### config.mk
export PLATFORM = sky130hd
export DESIGN_NAME = mode_sequencer
export DESIGN_NICKNAME = d
export VERILOG_FILES = /design/src/rtl/mode_sequencer_pkg.sv /design/src/rtl/mode_sequencer_btn_pulse.sv /design/src/rtl/mode_sequencer.sv
export SDC_FILE = /design/constraint.sdc
export NUM_CORES = 1
export LEC_CHECK = 0
export ABC_AREA = 1
export ABC_CLOCK_PERIOD_IN_PS = 1400
export CAP_MARGIN = 0
export CORE_ASPECT_RATIO = 1.5
export CORE_MARGIN = 2
export CORE_UTILIZATION = 44
export CTS_CLUSTER_DIAMETER = 60
export DETAILED_ROUTE_END_ITERATION = 6
export HOLD_SLACK_MARGIN = 0.1
export PLACE_DENSITY = 0.7
export RECOVER_POWER = 100
export SLEW_MARGIN = 20
export SYNTH_ARGS = -nofsm -noshare
export SYNTH_HDL_FRONTEND = slang
export SYNTH_HIERARCHICAL = 1
export SYNTH_SLANG_ARGS = --single-unit
export TNS_END_PERCENT = 5
### constraint.sdc
create_clock -name clk -period 1.4 [get_ports clk]
set_clock_uncertainty 0.05 [all_clocks]
set_input_delay 0.28 -clock clk [delete_from_list [all_inputs] [get_ports clk]]
set_output_delay 0.28 -clock clk [all_outputs]
set_load 0.005 [all_outputs]
### src/rtl/mode_sequencer_pkg.sv
// mode_sequencer_pkg
//   State codes, group codes and decode helpers shared by the mode sequencer
//   and the display mux.
//   State code layout: {1'b0, group[1:0], sub[2:0]}.
//   Groups: TIME=00, DATE=01, STW=10, ALM=11.
//   Optional feature macro used by the design: MODE_SEQ_AUTO_RETURN_EN.
package mode_sequencer_pkg;

  localparam logic [1:0] GRP_TIME = 2'b00;
  localparam logic [1:0] GRP_DATE = 2'b01;
  localparam logic [1:0] GRP_STW  = 2'b10;
  localparam logic [1:0] GRP_ALM  = 2'b11;

  // One-hot field selects: [2]=hour/year, [1]=min/month, [0]=sec/date.
  localparam logic [2:0] FLD_NONE = 3'b000;
  localparam logic [2:0] FLD_HI   = 3'b100;
  localparam logic [2:0] FLD_MID  = 3'b010;
  localparam logic [2:0] FLD_LO   = 3'b001;

  typedef enum logic [5:0] {
    TIME_DISP     = {1'b0, GRP_TIME, 3'd0},
    TIME_DISP1    = {1'b0, GRP_TIME, 3'd1},
    TIME_SETHOUR  = {1'b0, GRP_TIME, 3'd2},
    TIME_SETMIN   = {1'b0, GRP_TIME, 3'd3},
    TIME_SETSEC   = {1'b0, GRP_TIME, 3'd4},
    DATE_DISP     = {1'b0, GRP_DATE, 3'd0},
    DATE_DISP1    = {1'b0, GRP_DATE, 3'd1},
    DATE_SETYEAR  = {1'b0, GRP_DATE, 3'd2},
    DATE_SETMONTH = {1'b0, GRP_DATE, 3'd3},
    DATE_SETDATE  = {1'b0, GRP_DATE, 3'd4},
    STW_DISP      = {1'b0, GRP_STW,  3'd0},
    STW_COUNT     = {1'b0, GRP_STW,  3'd1},
    STW_LAP_COUNT = {1'b0, GRP_STW,  3'd2},
    ALM_DISP      = {1'b0, GRP_ALM,  3'd0},
    ALM_SETHOUR   = {1'b0, GRP_ALM,  3'd2},
    ALM_SETMIN    = {1'b0, GRP_ALM,  3'd3}
  } state_t;

  function automatic logic [2:0] field_sel(input state_t s);
    case (s)
      TIME_SETHOUR, DATE_SETYEAR, ALM_SETHOUR: field_sel = FLD_HI;
      TIME_SETMIN, DATE_SETMONTH, ALM_SETMIN:  field_sel = FLD_MID;
      TIME_SETSEC, DATE_SETDATE:               field_sel = FLD_LO;
      default:                                 field_sel = FLD_NONE;
    endcase
  endfunction

  function automatic logic is_set_state(input state_t s);
    is_set_state = (field_sel(s) != FLD_NONE);
  endfunction

  function automatic logic is_stw_running(input state_t s);
    is_stw_running = (s == STW_COUNT) || (s == STW_LAP_COUNT);
  endfunction

  // LED order is TIME, DATE, STW, ALM from bit 3 down to bit 0.
  function automatic logic [3:0] group_onehot(input state_t s);
    group_onehot = 4'b1000 >> s[4:3];
  endfunction

  // States that fall back to TIME_DISP after the idle timeout.
  function automatic logic idle_eligible(input state_t s);
    idle_eligible = is_set_state(s) || (s == TIME_DISP1) || (s == DATE_DISP1) ||
                    (s == DATE_DISP) || (s == ALM_DISP);
  endfunction

endpackage

### src/rtl/mode_sequencer_btn_pulse.sv
// btn_pulse
//   Two-flop synchronizer followed by a rising-edge detector. Produces a
//   registered one-cycle pulse per button press, however long it is held.
//   A level meeting setup before edge 0 gives o_pulse high after edge 2.
// Ports:
//   clk     in  system clock
//   rst_n   in  asynchronous active-low reset
//   i_btn   in  raw debounced button level (asynchronous to clk)
//   o_pulse out registered one-cycle press pulse
module btn_pulse (
  input  logic clk,
  input  logic rst_n,
  input  logic i_btn,
  output logic o_pulse
);

  logic r_meta;
  logic r_sync;
  logic r_prev;
  logic r_pulse;

  always_ff @(posedge clk or negedge rst_n) begin
    if (!rst_n) begin
      r_meta  <= 1'b0;
      r_sync  <= 1'b0;
      r_prev  <= 1'b0;
      r_pulse <= 1'b0;
    end else begin
      r_meta  <= i_btn;
      r_sync  <= r_meta;
      r_prev  <= r_sync;
      r_pulse <= r_sync & ~r_prev;
    end
  end

  assign o_pulse = r_pulse;

endmodule

### src/rtl/mode_sequencer.sv
// mode_sequencer
//   Button-driven controller sequencing the clock datapath (time/date
//   counters, stopwatch, alarm, setting registers). Three button presses
//   drive a 16-state machine; every output is registered.
//   Optional feature: define MODE_SEQ_AUTO_RETURN_EN to build the idle
//   counter that returns to TIME_DISP after TIMEOUT_S ticks of inactivity.
// Ports:
//   clk, rst_n              clock, asynchronous active-low reset
//   tick                    1 Hz one-cycle strobe (idle timeout only)
//   mode, switch,
//   display_mode            debounced button levels, asynchronous
//   state[5:0]              {1'b0, group, sub}
//   set_enable              increment strobe for the selected field
//   set_hour_min_sec[2:0]   one-hot field select, zero outside set states
//   reg_load_enable         copy live values into setting registers
//   data_load_enable        commit edit / stopwatch lap strobe
//   stopwatch_count_enable  stopwatch running level
//   alarm_enable            alarm armed level
//   state_led[5:0]          {group one-hot, in-set, stopwatch running}
module mode_sequencer
  import mode_sequencer_pkg::*;
#(
  parameter int TIMEOUT_S = 30
) (
  input  logic       clk,
  input  logic       rst_n,
  input  logic       tick,
  input  logic       mode,
  input  logic       switch,
  input  logic       display_mode,
  output logic [5:0] state,
  output logic       set_enable,
  output logic [2:0] set_hour_min_sec,
  output logic       reg_load_enable,
  output logic       data_load_enable,
  output logic       stopwatch_count_enable,
  output logic       alarm_enable,
  output logic [5:0] state_led
);

  logic w_p_mode, w_p_sw, w_p_dm;
  logic w_mode, w_sw, w_dm, w_any_press;

  btn_pulse u_btn_mode (.clk(clk), .rst_n(rst_n), .i_btn(mode),         .o_pulse(w_p_mode));
  btn_pulse u_btn_sw   (.clk(clk), .rst_n(rst_n), .i_btn(switch),       .o_pulse(w_p_sw));
  btn_pulse u_btn_dm   (.clk(clk), .rst_n(rst_n), .i_btn(display_mode), .o_pulse(w_p_dm));

  // Priority mode > switch > display_mode; a losing press is dropped even
  // when the winner is ignored in the current state.
  assign w_mode      = w_p_mode;
  assign w_sw        = w_p_sw & ~w_p_mode;
  assign w_dm        = w_p_dm & ~w_p_mode & ~w_p_sw;
  assign w_any_press = w_p_mode | w_p_sw | w_p_dm;

  state_t     r_state;
  logic       r_set_en, r_reg_ld, r_data_ld, r_swen, r_alarm;
  logic [2:0] r_field;
  logic [5:0] r_led;

  state_t     w_next;
  logic       w_set_en, w_reg_ld, w_data_ld, w_alarm_next, w_swen_next;
  logic       w_timeout;

`ifdef MODE_SEQ_AUTO_RETURN_EN
  localparam int IDLE_W = $clog2(TIMEOUT_S + 1);
  logic [IDLE_W-1:0] r_idle;

  assign w_timeout = (r_idle == IDLE_W'(TIMEOUT_S)) && idle_eligible(r_state);

  // Saturates at TIMEOUT_S; the resulting state change clears it.
  always_ff @(posedge clk or negedge rst_n) begin
    if (!rst_n) begin
      r_idle <= '0;
    end else if (w_any_press || (w_next != r_state)) begin
      r_idle <= '0;
    end else if (tick && idle_eligible(r_state) && (r_idle != IDLE_W'(TIMEOUT_S))) begin
      r_idle <= r_idle + IDLE_W'(1);
    end
  end
`else
  logic w_unused_timeout;
  assign w_timeout        = 1'b0;
  assign w_unused_timeout = tick ^ w_any_press ^ (TIMEOUT_S != 0);
`endif

  always_comb begin
    w_next       = r_state;
    w_set_en     = 1'b0;
    w_reg_ld     = 1'b0;
    w_data_ld    = 1'b0;
    w_alarm_next = r_alarm;
    case (r_state)
      TIME_DISP: begin
        if (w_mode)    w_next = DATE_DISP;
        else if (w_sw) begin w_reg_ld = 1'b1; w_next = TIME_SETHOUR; end
        else if (w_dm) w_next = TIME_DISP1;
      end
      TIME_DISP1: begin
        if (w_mode)    w_next = DATE_DISP;
        else if (w_dm) w_next = TIME_DISP;
      end
      TIME_SETHOUR:  if (w_mode) w_next = TIME_SETMIN;
      TIME_SETMIN:   if (w_mode) w_next = TIME_SETSEC;
      TIME_SETSEC:   if (w_mode) begin w_data_ld = 1'b1; w_next = TIME_DISP; end
      DATE_DISP: begin
        if (w_mode)    w_next = STW_DISP;
        else if (w_sw) begin w_reg_ld = 1'b1; w_next = DATE_SETYEAR; end
        else if (w_dm) w_next = DATE_DISP1;
      end
      DATE_DISP1: begin
        if (w_mode)    w_next = STW_DISP;
        else if (w_dm) w_next = DATE_DISP;
      end
      DATE_SETYEAR:  if (w_mode) w_next = DATE_SETMONTH;
      DATE_SETMONTH: if (w_mode) w_next = DATE_SETDATE;
      DATE_SETDATE:  if (w_mode) begin w_data_ld = 1'b1; w_next = DATE_DISP; end
      STW_DISP: begin
        if (w_mode)    w_next = ALM_DISP;
        else if (w_sw) w_next = STW_COUNT;
      end
      // mode is ignored while the stopwatch runs.
      STW_COUNT: begin
        if (w_sw)      w_next = STW_DISP;
        else if (w_dm) begin w_data_ld = 1'b1; w_next = STW_LAP_COUNT; end
      end
      STW_LAP_COUNT: begin
        if (w_sw)      w_next = STW_DISP;
        else if (w_dm) w_next = STW_COUNT;
      end
      ALM_DISP: begin
        if (w_mode)    w_next = TIME_DISP;
        else if (w_sw) begin w_reg_ld = 1'b1; w_next = ALM_SETHOUR; end
        else if (w_dm) w_alarm_next = ~r_alarm;
      end
      ALM_SETHOUR:   if (w_mode) w_next = ALM_SETMIN;
      ALM_SETMIN:    if (w_mode) begin w_data_ld = 1'b1; w_next = ALM_DISP; end
      default:       w_next = TIME_DISP;
    endcase

    // switch in any set state bumps the selected field without moving.
    if (is_set_state(r_state) && w_sw) w_set_en = 1'b1;

    // Auto-return discards the edit: no commit strobe.
    if (w_timeout) begin
      w_next    = TIME_DISP;
      w_set_en  = 1'b0;
      w_reg_ld  = 1'b0;
      w_data_ld = 1'b0;
    end
  end

  assign w_swen_next = is_stw_running(w_next);

  always_ff @(posedge clk or negedge rst_n) begin
    if (!rst_n) begin
      r_state   <= TIME_DISP;
      r_set_en  <= 1'b0;
      r_reg_ld  <= 1'b0;
      r_data_ld <= 1'b0;
      r_swen    <= 1'b0;
      r_alarm   <= 1'b0;
      r_field   <= FLD_NONE;
      r_led     <= 6'b100000;
    end else begin
      r_state   <= w_next;
      r_set_en  <= w_set_en;
      r_reg_ld  <= w_reg_ld;
      r_data_ld <= w_data_ld;
      r_swen    <= w_swen_next;
      r_alarm   <= w_alarm_next;
      r_field   <= field_sel(w_next);
      r_led     <= {group_onehot(w_next), is_set_state(w_next), w_swen_next};
    end
  end

  assign state                  = r_state;
  assign set_enable             = r_set_en;
  assign set_hour_min_sec       = r_field;
  assign reg_load_enable        = r_reg_ld;
  assign data_load_enable       = r_data_ld;
  assign stopwatch_count_enable = r_swen;
  assign alarm_enable           = r_alarm;
  assign state_led              = r_led;

endmodule

==> reports/qor.csv, run 1 <==
metric,value,unit
pin_count,26,
cp_max_fo,8,
syn-mean-instance-area,8.05,µm²
holdPathStages,0,
hold_slack,305,ps
period_minus_slack,1720,ps
n_antenna_cell,0,
crit_top_cell,a21oi_2,
hold_violations,0,
vias,1740,
die_area,0.00442,mm²
crit_required,1570,ps
fmax,580,MHz
cp-start-kind,flop,
ys_warn_count,6,
io_buffers,24,
ys_dominant_reg_cell,dfrtp_1,
ir_drop,1120,µV
violations,negative setup slack,
cap_violations,0,
reg2reg_to,state_led[0]$_DFF_PN0_,
synth_edf_count,0,
drt-total-wl,5030,µm
final_nets,295,
synth_cell_type_count,25,
r2r_cells,8,
grt_max_degree,32,
p_clk_share,24.6,%
tritoncts,yes,
die_width,55.0,µm
relSlewSlack,49.0,%
root_buffer,clkbuf_8,
syn_nets,219,
r2r_start,state[0]$_DFF_PN0_,
place_congestion,0.905,
start_util,46.1,%
grt_antenna_before_repair,0,
arrival,1890,ps
cts_buffer_depth,2,
swShare,36.2,%
cts_hold_buf,0,
rsz0062_at_grt,true,
p_total,3.25,mW
worst_slack,-324,ps
cp-end-kind,flop,
fin_crit_sh,123,%
power.share.combinational,41.0,%
synth-seq-area-share,45.3,%
area_delta_synth_final,51.8,%
powerDensity,1250,mW/mm²
multi_input_area,940,µm²
slowest_stage,dfrtp_2,
power.internal,2.07,mW
path_cells,nor2_4 -> buf_4 -> nand3_4 -> o21ai_0 -> a21oi_2 -> nand3_2 -> nand2_1 -> a21oi_2,
critPathMaxStageDelay,490,ps
first_pass_iters,4,
dieHeight,80.4,µm
slew_viol_final,0,
clk_pin_slew,70,ps
final_util,70.0,%
p_switching,1.18,mW
drtAntennaViolNets,0,
drive_above_1_share,44.8,%
nFillCells,323,
rrSetupSlack,-320,ps
overflow,0,
min_from,u_btn_mode/r_meta$_DFF_PN0_,
p_seq_share,34.4,%
grt_pass1_vias,1713,
seq_area,782,µm²
hp-class,flop to flop,
num_rows,27,
p_leak,1.37,nW
synthArstFlopShare,100,%
criticalPathCategory,flop to flop,
outcome,finished with violations,
max_slew.worst_pin.slew,765,ps
cts_sinks,31,
insertion_delay,290,ps
drt_iter0_markers,51,
ys_ff_latch,31,
cp_top_family,simple AND/OR/NAND/NOR gates,
vias_per_cell,5.23,
critPathBufInv,1,
grt_pass1_wl,8000,µm
h-tree-depth,2,
drc_errors,0,
setup_viol,16,
routedWlPerCell,15.1,µm
numCtsBuffers,5,
synthCells,213,
hold_end,u_btn_mode/r_sync$_DFF_PN0_,
syn_area,0.00171,mm²
grt.total_usage,26.1,%
dpl.hpwl,3650,µm
coreArea,0.00372,mm²
worst max path at each step:
stage,depth (start not counted),from,to
2_1_floorplan,9,state[1]$_DFF_PN0_,state_led[1]$_DFF_PN0_
3_3_place_gp,9,state[4]$_DFF_PN0_,state_led[1]$_DFF_PN0_
3_5_place_dp,8,state[4]$_DFF_PN0_,state_led[0]$_DFF_PN0_
4_1_cts,10,state[4]$_DFF_PN0_,state_led[0]$_DFF_PN0_
5_1_grt,9,state[0]$_DFF_PN0_,state_led[1]$_DFF_PN0_
6_report,8,state[0]$_DFF_PN0_,state_led[0]$_DFF_PN0_
state kept, by name, summed over array words and instances (netlist names):
name	count
u_btn_dm/r_prev	1
u_btn_mode/r_prev	1
set_enable	1
u_btn_dm/r_meta	1
u_btn_sw/r_sync	1
u_btn_mode/r_meta	1
u_btn_dm/o_pulse	1
u_btn_sw/o_pulse	1
alarm_enable	1
state	6
set_hour_min_sec	3
state_led	6
u_btn_dm/r_sync	1
reg_load_enable	1
data_load_enable	1
u_btn_mode/r_sync	1
u_btn_sw/r_prev	1
u_btn_sw/r_meta	1
u_btn_mode/o_pulse	1
routing by layer:
| metal | up-vias | GRT usage [%] | part of all wire (%) |
|---|---|---|---|
| met5 | - | 0 | 0 |
| met4 | 0 | 13.2 | 2.0 |
| met3 | 9 | 5.58 | 5.1 |
| met2 | 65 | 42.9 | 53 |
| met1 | 824 | 31.0 | 40 |
| li1 | 842 | - | - |
stage by stage:
step	instances	setup TNS (ps)	setup WS, ps	instance area (µm²)
2_1_floorplan	213	-216	-61.1	1750
3_3_place_gp	318	-3200	-320	2330
5_1_grt	333	-4360	-426	2600
3_5_place_dp	318	-3310	-324	2330
6_report	333	-3040	-324	2600
4_1_cts	327	-2840	-302	2510
area by class of cell:
class,count,area share (%)
flip-flops and latches,31,30.1
repair buffers,75,23.8
well taps,43,2.07
multi-input cells,150,36.1
inverters,26,3.94
clock buffers,7,3.70
clock inverters,1,0.289
logic make-up (layout without fill, tap and decap cells):
family / count (synthesis) / after routing / synth area share, %
compound gates: 22 / 22 / 7.23
buf+inv: 32 / 109 / 8.39
simple gates: 126 / 126 / 38.3
flops: 31 / 31 / 45.3
other cells: 1 / 1 / 0.219
xor+xnor: 1 / 1 / 0.511
synthesized netlist by cell type (2+ instances only):
cell	number	area, µm²
o21ai_1	2	10.0
nand4_1	4	25.0
nand3b_1	3	22.5
o21ai_0	7	35.0
inv_2	4	15.0
dfrtp_1	30	751
nor2_2	8	50.1
a31oi_1	3	18.8
a21oi_1	6	30.0
nand2_2	6	37.5
buf_4	4	30.0
nor2_4	3	33.8
inv_1	21	78.8
nand3_1	19	95.1
o211ai_1	4	30.0
nor2_1	31	116
nand3_2	11	110
nand2_1	40	150
cells in the final DEF (no fill, tap or decap), drive strengths merged:
master and n:
nor2 42, clkinvlp 1, nor3 1, buf 49
a21oi 6, dlygate4sd2 14, clkbuf 13, o211ai 4
dfrtp 30, conb 1, xnor2 1, nand3b 3
dfstp 1, clkinv 1, nand4 4, dlygate4sd3 4
o21ai 9, clkdlybuf4s15 2, inv 25, nand3 30
a31oi 3, nand2 46
timing repair:
action	4_1_cts	5_1_grt
gates resized for setup	52	26
setup endpoints to repair	37	22
pin swaps	7	12
setup buffers	2	6
power by group through the flow:
stage,Sequential [mW],Clock (mW),Combinational (mW)
after global placement,1.12,0,1.15
final,1.12,0.801,1.33
after floorplan,1.12,0,0.590
after global routing,1.13,0.846,1.44
after CTS,1.12,0.813,1.19
after detailed placement,1.13,0,1.15
No activity file was read; power rests on OpenSTA's default activity.
==> run 2, diff against run 1 <==
- ABC_CLOCK_PERIOD_IN_PS: 1400 -> default
- CORE_UTILIZATION: 44 -> 47
- CTS_CLUSTER_SIZE: default -> 40
- PLACE_DENSITY: 0.7 -> 0.74
==> reports/qor.csv, run 2 (synthesized netlist as in run 1, its figures left out) <==
metric,value,unit,change
relSlewSlack,47.6,%,was 49.0%
slew_viol_final,0,,unchanged
tritoncts,yes,,unchanged
cts_sinks,31,,unchanged
drt-met1-wl,1970,µm,was 2000 µm
num_rows,26,,was 27
arrival,1880,ps,was 1890 ps
worst_slack,-299,ps,was -324 ps
holdPathStages,0,,unchanged
fmax,589,MHz,was 580 MHz
hold_violations,0,,unchanged
vias_per_cell,5.44,,was 5.23
p_seq_share,32.9,%,was 34.4%
power.share.combinational,43.5,%,was 41.0%
routedWlPerCell,16.6,µm,was 15.1 µm
pin_count,26,,unchanged
drc_errors,0,,unchanged
final_nets,309,,was 295
grt_pass1_wl,8510,µm,was 8000 µm
dpl.hpwl,3720,µm,was 3650 µm
start_util,49.7,%,was 46.1%
fin_crit_sh,121,%,was 123%
drtAntennaViolNets,0,,unchanged
root_buffer,clkbuf_8,,unchanged
die_width,53.3,µm,was 55.0 µm
io_buffers,24,,unchanged
path_cells,buf_6 -> nor2_4 -> nand3_4 -> nand2_4 -> nand2_2 -> nand3b_1 -> nor2_4 -> nor2_2 -> nand2_2 -> inv_1,,was nor2_4 -> buf_4 -> nand3_4 -> o21ai_0 -> a21oi_2 -> nand3_2 -> nand2_1 -> a21oi_2
reg2reg_to,set_hour_min_sec[2]$_DFF_PN0_,,was state_led[0]$_DFF_PN0_
outcome,finished with violations,,unchanged
seq_area,785,µm²,was 782 µm²
ir_drop,898,µV,was 1120 µV
highest_layer,met4,,unchanged
cap_violations,0,,unchanged
coreArea,0.00345,mm²,was 0.00372 mm²
p_total,3.43,mW,was 3.25 mW
p_clk_share,23.6,%,was 24.6%
place_congestion,1.00,,was 0.905
cp-start-kind,flop,,unchanged
slowest_stage,dfrtp_2,,unchanged
nFillCells,207,,was 323
grt_pass1_vias,1797,,was 1713
cp-end-kind,flop,,unchanged
vias,1883,,was 1740
r2r_cells,10,,was 8
multi_input_area,0.00101,mm²,was 940 µm²
power.internal,2.17,mW,was 2.07 mW
area_delta_synth_final,62.9,%,was 51.8%
powerDensity,1230,mW/mm²,was 1250 mW/mm²
max_slew.worst_pin.slew,787,ps,was 765 ps
swShare,36.8,%,was 36.2%
hold_slack,303,ps,was 305 ps
tns,-3620,ps,was -3040 ps
violations,negative setup slack,,unchanged
cts_buffer_depth,2,,unchanged
rsz0062_at_grt,true,,unchanged
setup_viol,17,,was 16
criticalPathCategory,flop to flop,,unchanged
cp_max_fo,6,,was 8
met3_length,280,µm,was 259 µm
grt_antenna_before_repair,0,,unchanged
hold_end,u_btn_mode/r_sync$_DFF_PN0_,,unchanged
h-tree-depth,2,,unchanged
min_from,u_btn_mode/r_meta$_DFF_PN0_,,unchanged
drive_above_1_share,52.0,%,was 44.8%
hp-class,flop to flop,,unchanged
die_area,0.00416,mm²,was 0.00442 mm²
mostFrequentLayoutCells,"buf_4, nand2_1, dfrtp_1",,unchanged
period_minus_slack,1700,ps,was 1720 ps
overflow,0,,unchanged
final_common_cell,buf_4,,unchanged
critPathMaxStageDelay,460,ps,was 490 ps
grt.total_usage,28.8,%,was 26.1%
dr_wl_met2,3240,µm,was 2670 µm
insertion_delay,280,ps,was 290 ps
p_leak,1.45,nW,was 1.37 nW
rrSetupSlack,-300,ps,was -320 ps
p_switching,1.26,mW,was 1.18 mW
final_util,81.0,%,was 70.0%
grt_max_degree,32,,unchanged
drt_iter0_markers,65,,was 51
crit_required,1580,ps,was 1570 ps
n_antenna_cell,0,,unchanged
drt-total-wl,5760,µm,was 5030 µm
clk_pin_slew,70,ps,about the same
dieHeight,78.0,µm,was 80.4 µm
numCtsBuffers,5,,unchanged
r2r_start,state[2]$_DFF_PN0_,,was state[0]$_DFF_PN0_
first_pass_iters,4,,unchanged
post-place-ws,-327,ps,was -324 ps
-- run 2: worst max-delay path: cells and delay by family, from the launching register on --
kind | cells | cell delay [ps]
and+or+nand+nor | 8 | 950
DFF | 1 | 460
buffers and inverters | 2 | 190
-- run 2: layout make-up --
cell class,count,share of cell area (%)
well taps,42,1.88
multi-input cells,150,36.3
clock buffers,7,3.45
repair buffers,89,26.3
clock inverters,1,0.269
flip-flops and latches,31,28.1
inverters,26,3.67
-- run 2: layer usage --
layer	GRT usage [%]	vias up
li1	-	869
met1	31.1	910
met2	49.0	80
met3	5.19	24
met4	18.2	0
met5	0	-
-- run 2: through the flow --
step,cell area (µm²),instances
6_report,2790,346
5_1_grt,2790,346
4_1_cts,2590,334
3_5_place_dp,2340,319
3_3_place_gp,2340,319
2_1_floorplan,1750,213
-- run 2: power by group through the flow --
stage / Combinational (mW) / Sequential (mW) / Clock [mW]
after floorplan: 0.590 / 1.12 / 0
after global placement: 1.16 / 1.13 / 0
after detailed placement: 1.17 / 1.13 / 0
final: 1.49 / 1.13 / 0.808
after global routing: 1.61 / 1.14 / 0.855
after CTS: 1.29 / 1.12 / 0.817
-- run 2: worst max path at each step --
stage                             from                       endpoint  slack (ps)
global route        state[2]$_DFF_PN0_         state_led[1]$_DFF_PN0_        -410
floorplan           state[1]$_DFF_PN0_         state_led[1]$_DFF_PN0_         -60
detailed placement  state[1]$_DFF_PN0_         state_led[1]$_DFF_PN0_        -330
finish              state[2]$_DFF_PN0_  set_hour_min_sec[2]$_DFF_PN0_        -300
CTS                 state[0]$_DFF_PN0_         state_led[1]$_DFF_PN0_        -230
global placement    state[4]$_DFF_PN0_         state_led[1]$_DFF_PN0_        -400
-- run 2: timing repair --
action,4_1_cts,5_1_grt
hold buffers,0,0
pin swaps,11,23
setup endpoints to repair,37,22
gates cloned,0,0
setup buffers,7,12
resized for setup,48,43
==> run 3, diff against run 2 <==
- CELL_PAD_IN_SITES_DETAIL_PLACEMENT: default -> 1
- CELL_PAD_IN_SITES_GLOBAL_PLACEMENT: default -> 1
- CORE_UTILIZATION: 47 -> 35
- PLACE_DENSITY: 0.74 -> default
- PLACE_DENSITY_LB_ADDON: default -> 0.1
==> reports/qor.csv, run 3 (synthesized netlist as in run 1, its figures left out) <==
metric,value,unit,change
use_met3,2.59,%,was 5.19%
period_minus_slack,1750,ps,was 1700 ps
vias,1869,,was 1883
h-tree-depth,2,,unchanged
p_switching,1.27,mW,was 1.26 mW
power.share.combinational,48.0,%,was 43.5%
num_rows,31,,was 26
grt_max_degree,32,,unchanged
die_area,0.00548,mm²,was 0.00416 mm²
grt_pass1_vias,2075,,was 1797
grt_antenna_before_repair,0,,unchanged
dpl.hpwl,4620,µm,was 3720 µm
criticalPathCategory,flop to flop,,unchanged
coreArea,0.00477,mm²,was 0.00345 mm²
cp_max_fo,4,,was 6
vias_per_cell,5.08,,was 5.44
overflow,0,,unchanged
p_leak,1.47,nW,was 1.45 nW
cap_violations,0,,unchanged
routedWlPerCell,17.9,µm,was 16.6 µm
place_congestion,0.912,,was 1.00
mostFrequentLayoutCells,"buf_4, nand2_1, dfrtp_1",,unchanged
final_nets,307,,was 309
powerDensity,1180,mW/mm²,was 1230 mW/mm²
drt-total-wl,6590,µm,was 5760 µm
insertion_delay,270,ps,was 280 ps
clk_pin_slew,60,ps,was 70 ps
hold_slack,301,ps,was 303 ps
stdcell_count,368,,was 346
fin_crit_sh,125,%,was 121%
p_seq_share,33.1,%,was 32.9%
worst_slack,-352,ps,was -299 ps
tritoncts,yes,,unchanged
grtUsageMet1,29.1,%,was 31.1%
ir_drop,1160,µV,was 898 µV
cts_buffer_depth,2,,unchanged
violations,negative setup slack,,unchanged
drive_above_1_share,51.0,%,was 52.0%
die_width,61.1,µm,was 53.3 µm
cts_hold_buf,0,,unchanged
relSlewSlack,52.1,%,was 47.6%
final_common_cell,buf_4,,unchanged
crit_required,1560,ps,was 1580 ps
met2_usage,40.7,%,was 49.0%
io_buffers,24,,unchanged
hold_violations,0,,unchanged
slew_viol_final,0,,unchanged
grt.total_usage,25.2,%,was 28.8%
swShare,37.3,%,was 36.8%
first_pass_iters,4,,unchanged
drt_iter0_markers,57,,was 65
start_util,35.9,%,was 49.7%
power.internal,2.13,mW,was 2.17 mW
hp-class,flop to flop,,unchanged
top_usage_layer,met2,,unchanged
pin_count,26,,unchanged
dp_cells,347,,was 319
outcome,finished with violations,,unchanged
max_slew.worst_pin.slew,718,ps,was 787 ps
drc_errors,0,,unchanged
arrival,1910,ps,was 1880 ps
setup_viol,19,,was 17
nFillCells,569,,was 207
fin_area,0.00287,mm²,was 0.00279 mm²
cp-start-kind,flop,,unchanged
drtAntennaViolNets,0,,unchanged
numCtsBuffers,5,,unchanged
dpl-instance-area,0.00240,mm²,was 0.00234 mm²
dieHeight,89.7,µm,was 78.0 µm
rsz0062_at_grt,true,,unchanged
area_delta_synth_final,67.4,%,was 62.9%
p_clk_share,18.9,%,was 23.6%
cts_sinks,31,,unchanged
n_antenna_cell,0,,unchanged
cp-end-kind,flop,,unchanged
grt_pass1_wl,10200,µm,was 8510 µm
fmax,571,MHz,was 589 MHz
root_buffer,clkbuf_8,,unchanged
-- run 3: cell count changes in the layout (fill, tap and decap cells not counted), sizes merged --
cell,before,now
clkinvlp,1,0
buf,66,63
clkinv,1,2
clkdlybuf4s15,2,1
clkbuf,9,12
dlygate4sd2,15,14
-- run 3: critical path, stage by stage (launching register included) --
cell	delay, ps
dfrtp_1	430
nor2_4	190
buf_6	150
buf_4	120
nand3_2	140
buf_4	180
o211ai_1	170
buf_4	150
a21oi_2	30
nand2_1	70
-- run 3: timing repair --
item	CTS	global route
endpoints found under the setup margin	37	23
endpoints found under the hold margin	0	0
pin swaps	18	19
buffers inserted	8	5
cloned	0	0
gates resized for setup	82	26
-- run 3: path summary, 6_finish.rpt --
path	start	endpoint	slack (ps)	cells after the start
min in group asynchronous	rst_n	u_btn_sw/r_prev$_DFF_PN0_	550	2
max	state[4]$_DFF_PN0_	state_led[1]$_DFF_PN0_	-350	9
min	u_btn_mode/r_meta$_DFF_PN0_	u_btn_mode/r_sync$_DFF_PN0_	300	0
max reg2reg	state[4]$_DFF_PN0_	state_led[1]$_DFF_PN0_	-350	9
max in group asynchronous	rst_n	state[3]$_DFF_PN0_	240	2
min reg2reg	u_btn_mode/r_meta$_DFF_PN0_	u_btn_mode/r_sync$_DFF_PN0_	300	0
-- run 3: power groups by stage --
stage	sequential [mW]	clock (mW)	combinational (mW)
global route	1.14	0.695	1.75
detailed placement	1.13	0	1.27
floorplan	1.12	0	0.590
finish	1.12	0.641	1.63
global placement	1.12	0	1.22
CTS	1.12	0.683	1.48
-- run 3: through the flow --
stage	power [mW]	TNS (ps)	util [%]	setup slack [ps]
final	3.39	-3930	60.2	-352
after global routing	3.58	-5350	60.2	-461
after CTS	3.28	-3610	58.0	-307
after detailed placement	2.40	-4450	50.4	-413
after global placement	2.34	-2900	50.4	-282
after floorplan	1.71	-216	-	-61.1
-- run 3: cell type report --
class                   count  area (µm²)  area share (%)
multi-input cells         150        1070            37.1
flip-flops and latches     31         782            27.2
repair buffers             87         756            26.3
inverters                  26         103            3.57
well taps                  66        82.6            2.88
clock buffers               7        76.3            2.66
clock inverters             1        5.00           0.174
-- run 3: layer usage --
layer,vias up,wire length [µm],share of wire [%]
li1,863,-,-
met1,909,2400,36
met2,68,3570,54
met3,29,208,3.2
met4,0,408,6.2
met5,-,0,0
